--- config.mk ---
export PLATFORM = sky130hd
export DESIGN_NAME = ram_sp_arbiter
export DESIGN_NICKNAME = d
export VERILOG_FILES = /design/src/rtl/ram_sp_arbiter.sv
export SDC_FILE = /design/constraint.sdc
export NUM_CORES = 1
export LEC_CHECK = 0
export ABC_CLOCK_PERIOD_IN_PS = 2200
export BUFFER_PORTS_ARGS = -buffer_cell sky130_fd_sc_hd__buf_2
export CAP_MARGIN = 20
export CORE_MARGIN = 2
export CORE_UTILIZATION = 40
export DETAILED_ROUTE_END_ITERATION = 10
export PLACE_DENSITY = 0.74
export SYNTH_ARGS = -nofsm -noshare
export SYNTH_HDL_FRONTEND = slang
export SYNTH_SLANG_ARGS = --single-unit
--- constraint.sdc ---
create_clock -name clk -period 2.2 [get_ports clk]
set_clock_uncertainty 0.2 [all_clocks]
set_input_delay 0.22 -clock clk [delete_from_list [all_inputs] [get_ports clk]]
set_output_delay 0.22 -clock clk [all_outputs]
set_load 0.05 [all_outputs]
--- src/rtl/ram_sp_arbiter.sv ---
// Two-port round-robin arbiter with bounded burst locking in front of one single-port async-read RAM.
// Define RAM_SP_ARBITER_STATS_EN to add grant and conflict counters.
module ram_sp_arbiter #(
  parameter int DATA_WIDTH = 8,
  parameter int ADDR_WIDTH = 8,
  parameter int MAX_BURST  = 4
) (
  input  logic                  clk,
  input  logic                  rst_n,
  input  logic                  a_req,
  input  logic                  a_lock,
  input  logic                  a_we,
  input  logic [ADDR_WIDTH-1:0] a_addr,
  input  logic [DATA_WIDTH-1:0] a_wdata,
  output logic                  a_gnt,
  output logic                  a_rvalid,
  output logic [DATA_WIDTH-1:0] a_rdata,
  input  logic                  b_req,
  input  logic                  b_lock,
  input  logic                  b_we,
  input  logic [ADDR_WIDTH-1:0] b_addr,
  input  logic [DATA_WIDTH-1:0] b_wdata,
  output logic                  b_gnt,
  output logic                  b_rvalid,
  output logic [DATA_WIDTH-1:0] b_rdata,
  output logic [ADDR_WIDTH-1:0] ram_addr,
  output logic                  ram_we,
  output logic [DATA_WIDTH-1:0] ram_din,
  input  logic [DATA_WIDTH-1:0] ram_dout
`ifdef RAM_SP_ARBITER_STATS_EN
  ,
  output logic [15:0]           a_gnt_cnt,
  output logic [15:0]           b_gnt_cnt,
  output logic [15:0]           conflict_cnt
`endif
);

  typedef enum logic [1:0] {OWN_NONE, OWN_A, OWN_B} owner_e;

  localparam logic [7:0] MaxBurstW = 8'(MAX_BURST);

  owner_e                owner_q, owner_d;
  logic                  last_q, last_d;
  logic [7:0]            bcnt_q, bcnt_d;
  logic [7:0]            bcnt_inc;
  logic                  burst_open;
  logic                  a_rvalid_q, b_rvalid_q;
  logic [DATA_WIDTH-1:0] a_rdata_q, b_rdata_q;

  assign burst_open = (bcnt_q < MaxBurstW);
  assign bcnt_inc   = (bcnt_q == 8'hFF) ? 8'hFF : bcnt_q + 8'd1;

  // The lock holder keeps the port until it stops asking or its burst runs out under contention.
  always_comb begin
    a_gnt = 1'b0;
    b_gnt = 1'b0;
    if (rst_n) begin
      if (owner_q == OWN_A && a_req && (!b_req || burst_open)) begin
        a_gnt = 1'b1;
      end else if (owner_q == OWN_B && b_req && (!a_req || burst_open)) begin
        b_gnt = 1'b1;
      end else if (a_req && b_req) begin
        a_gnt = last_q;
        b_gnt = !last_q;
      end else begin
        a_gnt = a_req;
        b_gnt = b_req;
      end
    end
  end

  always_comb begin
    last_d  = last_q;
    owner_d = OWN_NONE;
    bcnt_d  = 8'd0;
    if (a_gnt) begin
      last_d = 1'b0;
      if (a_lock) begin
        owner_d = OWN_A;
        bcnt_d  = (owner_q == OWN_A) ? bcnt_inc : 8'd1;
      end
    end else if (b_gnt) begin
      last_d = 1'b1;
      if (b_lock) begin
        owner_d = OWN_B;
        bcnt_d  = (owner_q == OWN_B) ? bcnt_inc : 8'd1;
      end
    end
  end

  assign ram_we   = (a_gnt && a_we) || (b_gnt && b_we);
  assign ram_addr = b_gnt ? b_addr  : a_addr;
  assign ram_din  = b_gnt ? b_wdata : a_wdata;

  always_ff @(posedge clk) begin
    if (!rst_n) begin
      owner_q    <= OWN_NONE;
      last_q     <= 1'b1;
      bcnt_q     <= 8'd0;
      a_rvalid_q <= 1'b0;
      b_rvalid_q <= 1'b0;
      a_rdata_q  <= '0;
      b_rdata_q  <= '0;
    end else begin
      owner_q    <= owner_d;
      last_q     <= last_d;
      bcnt_q     <= bcnt_d;
      a_rvalid_q <= a_gnt && !a_we;
      b_rvalid_q <= b_gnt && !b_we;
      if (a_gnt && !a_we) a_rdata_q <= ram_dout;
      if (b_gnt && !b_we) b_rdata_q <= ram_dout;
    end
  end

  assign a_rvalid = a_rvalid_q;
  assign b_rvalid = b_rvalid_q;
  assign a_rdata  = a_rdata_q;
  assign b_rdata  = b_rdata_q;

`ifdef RAM_SP_ARBITER_STATS_EN
  logic [15:0] a_gnt_cnt_q, b_gnt_cnt_q, conflict_cnt_q;

  // Grant counters wrap; the conflict counter sticks at full scale.
  always_ff @(posedge clk) begin
    if (!rst_n) begin
      a_gnt_cnt_q    <= 16'd0;
      b_gnt_cnt_q    <= 16'd0;
      conflict_cnt_q <= 16'd0;
    end else begin
      if (a_gnt) a_gnt_cnt_q <= a_gnt_cnt_q + 16'd1;
      if (b_gnt) b_gnt_cnt_q <= b_gnt_cnt_q + 16'd1;
      if (a_req && b_req && conflict_cnt_q != 16'hFFFF) conflict_cnt_q <= conflict_cnt_q + 16'd1;
    end
  end

  assign a_gnt_cnt    = a_gnt_cnt_q;
  assign b_gnt_cnt    = b_gnt_cnt_q;
  assign conflict_cnt = conflict_cnt_q;
`endif

endmodule
==> impl_metrics.tcl, run 1 <==
set metrics [dict create \
    antenna_cells 0 \
    reg2reg_to "b_rdata[6]" \
    fin_ws_ns -0.404 \
    dp_hpwl_microns 3110 \
    layout-drive-gt1-share_pct 55.7 \
    avgSynthCellArea_sq_um 9.73 \
    remaining_drc_errors 0 \
    final-setup-viol-count 18 \
    ys_types 41 \
    path_max_fanout 4 \
    antenna_left 0 \
    slew_headroom_pct 73.2 \
    ys_top_cells_by_count "dfxtp_1, nand2_1, mux2i_1" \
    final_cell_count_no_fill 328 \
    first_global_vias 1409 \
    fillers 276 \
    start_util_pct 41.9 \
    hold_slack_ns 0.00312 \
    period_share_pct 118 \
    ios 85 \
    h-tree-depth 2 \
    core_area_sq_mm 0.00369 \
    outcome "finished with violations" \
    synth_warnings 0 \
    grt-ovfl-total 0 \
    root_buffer "clkbuf_8" \
    wl_per_cell_microns 13.5 \
    viasPerCell 4.95 \
    synth.net_count 208 \
    ys_async_sr_fraction_pct 0 \
    port_buffers 84 \
    synth_ff_type "dfxtp_1" \
    worstHoldPathCells 3 \
    static-leakage-power_nw 1.23 \
    cts_max_path_buffers 2 \
    grt_pass1_wl_microns 6330 \
    synth-seq-cells 29 \
    violations "setup timing" \
    netlist.area_leader.share_pct 37.5 \
    tightest_slew_ns 0.397 \
    netlist_instances 159 \
    fin_crit_ns 2.60 \
    hold_end "a_rdata[7]" \
    critPathArrivalTime_ns 2.18 \
    critPathRequiredTime_ns 1.78 \
    numCtsBuffers 5 \
    reg2regPathDepth 8 \
    synth.most_common_cell "dfxtp_1" \
    place.gp.congestion 0.846 \
    drt_iter0_drc 45 \
    critPathCaptureType "output port" \
    synth_edf_count 0 \
    power_mw 1.52 \
    cts_tree "done" \
    clk_latency_ns 0.28 \
    die_w_microns 66.2 \
    final_util_pct 70.4 \
    ir_drop_mv 0.454 \
    drt_wl_total_microns 4420 \
    track_usage_pct 19.2 \
    rrSetupSlack_ns 0.13 \
    fmax_mhz 384 \
    maxSlewViolCount 0 \
    crit-reg2reg-launch "bcnt_q[3]" \
    startpoint_type "flip-flop" \
    final_hold_viol_count 0 \
    place_inst 311 \
    grt_max_degree 22 \
    antenna_found_initial 0 \
    min_path_type "input pin to flip-flop" \
    synth_top_area_cell "dfxtp_1" \
    die_h_microns 66.2 \
    cts_sinks 29 \
    yosysSeqAreaShare_pct 37.5 \
    maxCapViolations 0 \
    rsz0062_at_grt "yes" \
    dieArea_sq_mm 0.00438 \
    layout.nets 329 \
    synth.area.top_cells "dfxtp_1, mux2i_1, mux2_4, mux2_2, nand2_1" \
    clkTransAtPathRegs_ns 0.06 \
    worstHoldStart "ram_dout[7]" \
    first_pass_iters 4 \
    power_density_mw_per_mm2 585 \
    via_count 1625 \
    path_class "flip-flop to output port" \
    rows 22 \
    mappedNetlistArea_sq_mm 0.00155 \
    syn_to_final_growth_pct 67.9 \
    final.setup.tns_ns -6.67 \
]
==> cells by family (layout without fill, tap and decap cells) <==
| family | after synthesis | count (layout) | synth area share (%) |
|---|---|---|---|
| AOI/OAI and AO/OA | 20 | 20 | 8.66 |
| xor gates and xnor gates | 3 | 3 | 1.70 |
| adders and majority gates | 1 | 1 | 0.809 |
| buffers and inverters | 17 | 138 | 5.34 |
| DFF | 29 | 29 | 37.5 |
| muxes | 33 | 33 | 24.6 |
| and+or+nand+nor | 56 | 56 | 21.4 |
==> per-layer routing <==
layer  vias up  track usage, %  wire (microns)
met5         -               0               0
met4         0            8.16             125
met3        12            4.94             372
met2        71            33.1            2140
met1       729            22.3            1780
li1        813               -               -
==> how the worst max path moves through the flow <==
stage,startpoint,end
global placement,bcnt_q[3],ram_addr[7]
detailed placement,bcnt_q[3],ram_addr[4]
finish,bcnt_q[3],ram_din[1]
global route,bcnt_q[3],ram_din[1]
CTS,bcnt_q[5],ram_din[6]
floorplan,bcnt_q[3],ram_addr[6]
==> registers in the layout (all words and copies together), names as in the netlist <==
register / cells
a_rdata: 8
b_rdata: 8
a_rvalid: 1
last_q: 1
b_rvalid: 1
bcnt_q: 8
owner_q: 2
==> through the flow <==
stage | instance area, sq um | setup slack, ns
after floorplan | 1570 | -0.0480
after global placement | 2210 | -0.305
after detailed placement | 2210 | -0.338
after CTS | 2480 | -0.470
after global routing | 2600 | -0.454
final | 2600 | -0.404
==> placed cells by master, fill, tap and decap left out, types with 2 or more instances in the layout <==
cell type,count
dfxtp_1,26
dlygate4sd3_1,3
nand2_1,19
and3_1,3
mux2_4,8
dfxtp_2,3
mux2_2,8
xnor2_1,2
nor2_1,5
o21ai_0,4
nand4_1,2
buf_2,65
inv_1,12
nand3_1,7
clkbuf_16,2
and4_2,2
nor4_2,2
nor2b_1,2
buf_6,19
clkbuf_8,5
buf_4,27
nor3_4,3
mux2i_1,17
buf_8,2
a21oi_1,6
nand2b_1,2
==> timing repair <==
action,CTS,global route
setup endpoints to repair,19,20
resized for setup,36,11
gates cloned,0,2
hold endpoints to repair,4,0
pin swaps,2,4
buffers inserted,1,5
hold buffers,3,0
==> power by group <==
part           switching, mW  total (mW)  internal [mW]
clock network          0.189       0.518          0.328
logic                  0.260       0.444          0.185
registers             0.0115       0.558          0.547
==> area by class of cell <==
type | count | area (sq um) | share of cell area (%)
clock buffers | 5 | 68.8 | 2.65
clock inverters | 2 | 35.0 | 1.35
inverters | 12 | 45.0 | 1.73
multi-input cells | 113 | 931 | 35.9
flip-flops and latches | 29 | 584 | 22.5
well taps | 48 | 60.1 | 2.31
repair buffers | 119 | 872 | 33.6
==> critical path, stage by stage (launching register included) <==
cell and delay, ns:
dfxtp_2 0.34, buf_6 0.11, or4_4 0.53, nor3_4 0.19
nor3_4 0.10, clkbuf_16 0.18, mux2_4 0.30, buf_8 0.15
Power figures use the tool's default switching activity.
==> run 2: changes to the inputs <==
HOLD_SLACK_MARGIN = 0.03   (was not set)
==> run 2 against run 1 <==
  * The run still ends with setup timing left
  * Core utilization is 1.4 points higher
  * Via count grew 0.80%
  * Design area grew 1.9%
==> impl_metrics.tcl, run 2 (same netlist as run 1, synthesis figures left out) <==
set metrics [dict create \
    port_buffers 84 \
    critPathCaptureType "output port" \
    maxCapViolations 0 \
    dieArea_sq_mm 0.00438 \
    first_pass_iters 4 \
    cts_sinks 29 \
    remaining_drc_errors 0 \
    fmax_mhz 384 \
    crit-reg2reg-launch "bcnt_q[3]" \
    final_common_cell "buf_2" \
    worstHoldStart "ram_dout[0]" \
    slew_headroom_pct 73.2 \
    maxSlewViolCount 0 \
    via_count 1638 \
    worstHoldPathCells 3 \
    rsz0062_at_grt "yes" \
    violations "setup timing" \
    rows 22 \
    startpoint_type "flip-flop" \
    period_share_pct 118 \
    first_global_vias 1430 \
    final_cell_count_no_fill 333 \
    critPathArrivalTime_ns 2.18 \
    final.setup.tns_ns -6.61 \
    clk_latency_ns 0.28 \
    rrSetupSlack_ns 0.13 \
    power_density_mw_per_mm2 578 \
    p_seq_share_pct 36.5 \
    viasPerCell 4.92 \
    final-setup-viol-count 18 \
    mostFrequentLayoutCells "buf_2, buf_4, dfxtp_1" \
    outcome "finished with violations" \
    ios 85 \
    fin_crit_ns 2.60 \
    ir_drop_mv 0.456 \
    antenna_cells 0 \
    clock_power_share_pct 34.0 \
    path_class "flip-flop to output port" \
    drt_iter0_drc 47 \
    static-leakage-power_nw 1.25 \
    p_switching_uw 464 \
    h-tree-depth 2 \
    final_util_pct 71.7 \
    hold_slack_ns 0.0310 \
    fin_ws_ns -0.401 \
    cts_max_path_buffers 2 \
    place_inst 311 \
    tightest_slew_ns 0.397 \
    drt_wl_total_microns 4480 \
    grt-ovfl-total 0 \
    wl_per_cell_microns 13.5 \
    combinationalPowerShare_pct 29.5 \
    layout.nets 334 \
    die_h_microns 66.2 \
    start_util_pct 41.9 \
    cts_tree "done" \
    clkTransAtPathRegs_ns 0.06 \
    antenna_found_initial 0 \
    path_max_fanout 4 \
    layout-drive-gt1-share_pct 54.7 \
    dp_hpwl_microns 3110 \
    syn_to_final_growth_pct 71.1 \
    numCtsBuffers 5 \
    core_area_sq_mm 0.00369 \
    intPower_mw 1.07 \
    place.gp.congestion 0.846 \
    grt_pass1_wl_microns 6510 \
    grt_max_degree 22 \
    swShare_pct 30.4 \
    antenna_left 0 \
    final_hold_viol_count 0 \
    min_path_type "input pin to flip-flop" \
    reg2reg_to "b_rdata[3]" \
    track_usage_pct 19.7 \
    root_buffer "clkbuf_8" \
    critPathRequiredTime_ns 1.78 \
    die_w_microns 66.2 \
    reg2regPathDepth 8 \
    hold_end "a_rdata[0]" \
]
-- run 2: changes by cell type in the layout (fill, tap and decap cells not counted), sizes merged --
cell / change
dlygate4sd3: +5
-- run 2: repair_timing --
action                                 in CTS  in global routing
endpoints found under the hold margin      15                  0
hold buffers                                8                  0
pin swaps                                   2                  4
gates cloned                                0                  2
resized for setup                          36                 11
setup endpoints to repair                  19                 20
setup buffers                               1                  5
-- run 2: worst max-delay path by stage --
stage          slack (ns)          end  depth (start not counted)       from
2_1_floorplan       -0.05  ram_addr[6]                          5  bcnt_q[3]
3_3_place_gp        -0.31  ram_addr[7]                          5  bcnt_q[3]
3_5_place_dp        -0.34  ram_addr[4]                          5  bcnt_q[3]
4_1_cts             -0.47   ram_din[6]                          7  bcnt_q[5]
5_1_grt             -0.45   ram_din[1]                          7  bcnt_q[3]
6_report            -0.40   ram_din[1]                          7  bcnt_q[3]
-- run 2: layer usage --
layer | vias to the layer above | share of wire [%] | global-route usage [%]
met1 | 730 | 40 | 23.0
met5 | - | 0 | 0
met3 | 12 | 8.4 | 4.94
met2 | 73 | 48 | 34.1
li1 | 823 | - | -
met4 | 0 | 2.8 | 7.91
-- run 2: final cells by class --
class | instances | area (sq um)
Multi-Input combinational cell | 113 | 931
Inverter | 12 | 45.0
Clock inverter | 2 | 35.0
Timing Repair Buffer | 124 | 922
Clock buffer | 5 | 68.8
Fill cell | 266 | 1040
Tap cell | 48 | 60.1
Sequential cell | 29 | 584
-- run 2: stage by stage --
stage / setup WS (ns) / power (mW) / cell area (sq um)
floorplan: -0.0480 / 0.830 / 1570
global placement: -0.305 / 0.939 / 2210
detailed placement: -0.338 / 0.943 / 2210
CTS: -0.470 / 1.52 / 2530
global route: -0.454 / 1.58 / 2650
finish: -0.401 / 1.53 / 2650
-- run 2: worst max-delay path, cell delays in order (launching register included) --
cell and delay, ns:
dfxtp_2 0.34, buf_6 0.11, or4_4 0.53, nor3_4 0.19, nor3_4 0.10, clkbuf_16 0.18, mux2_4 0.30, buf_8 0.15
-- run 2: power groups by stage --
stage | sequential [mW] | clock, mW | combinational (mW)
floorplan | 0.627 | 0 | 0.203
finish | 0.558 | 0.520 | 0.451
detailed placement | 0.569 | 0 | 0.374
global placement | 0.569 | 0 | 0.370
global route | 0.561 | 0.549 | 0.475
CTS | 0.558 | 0.531 | 0.428
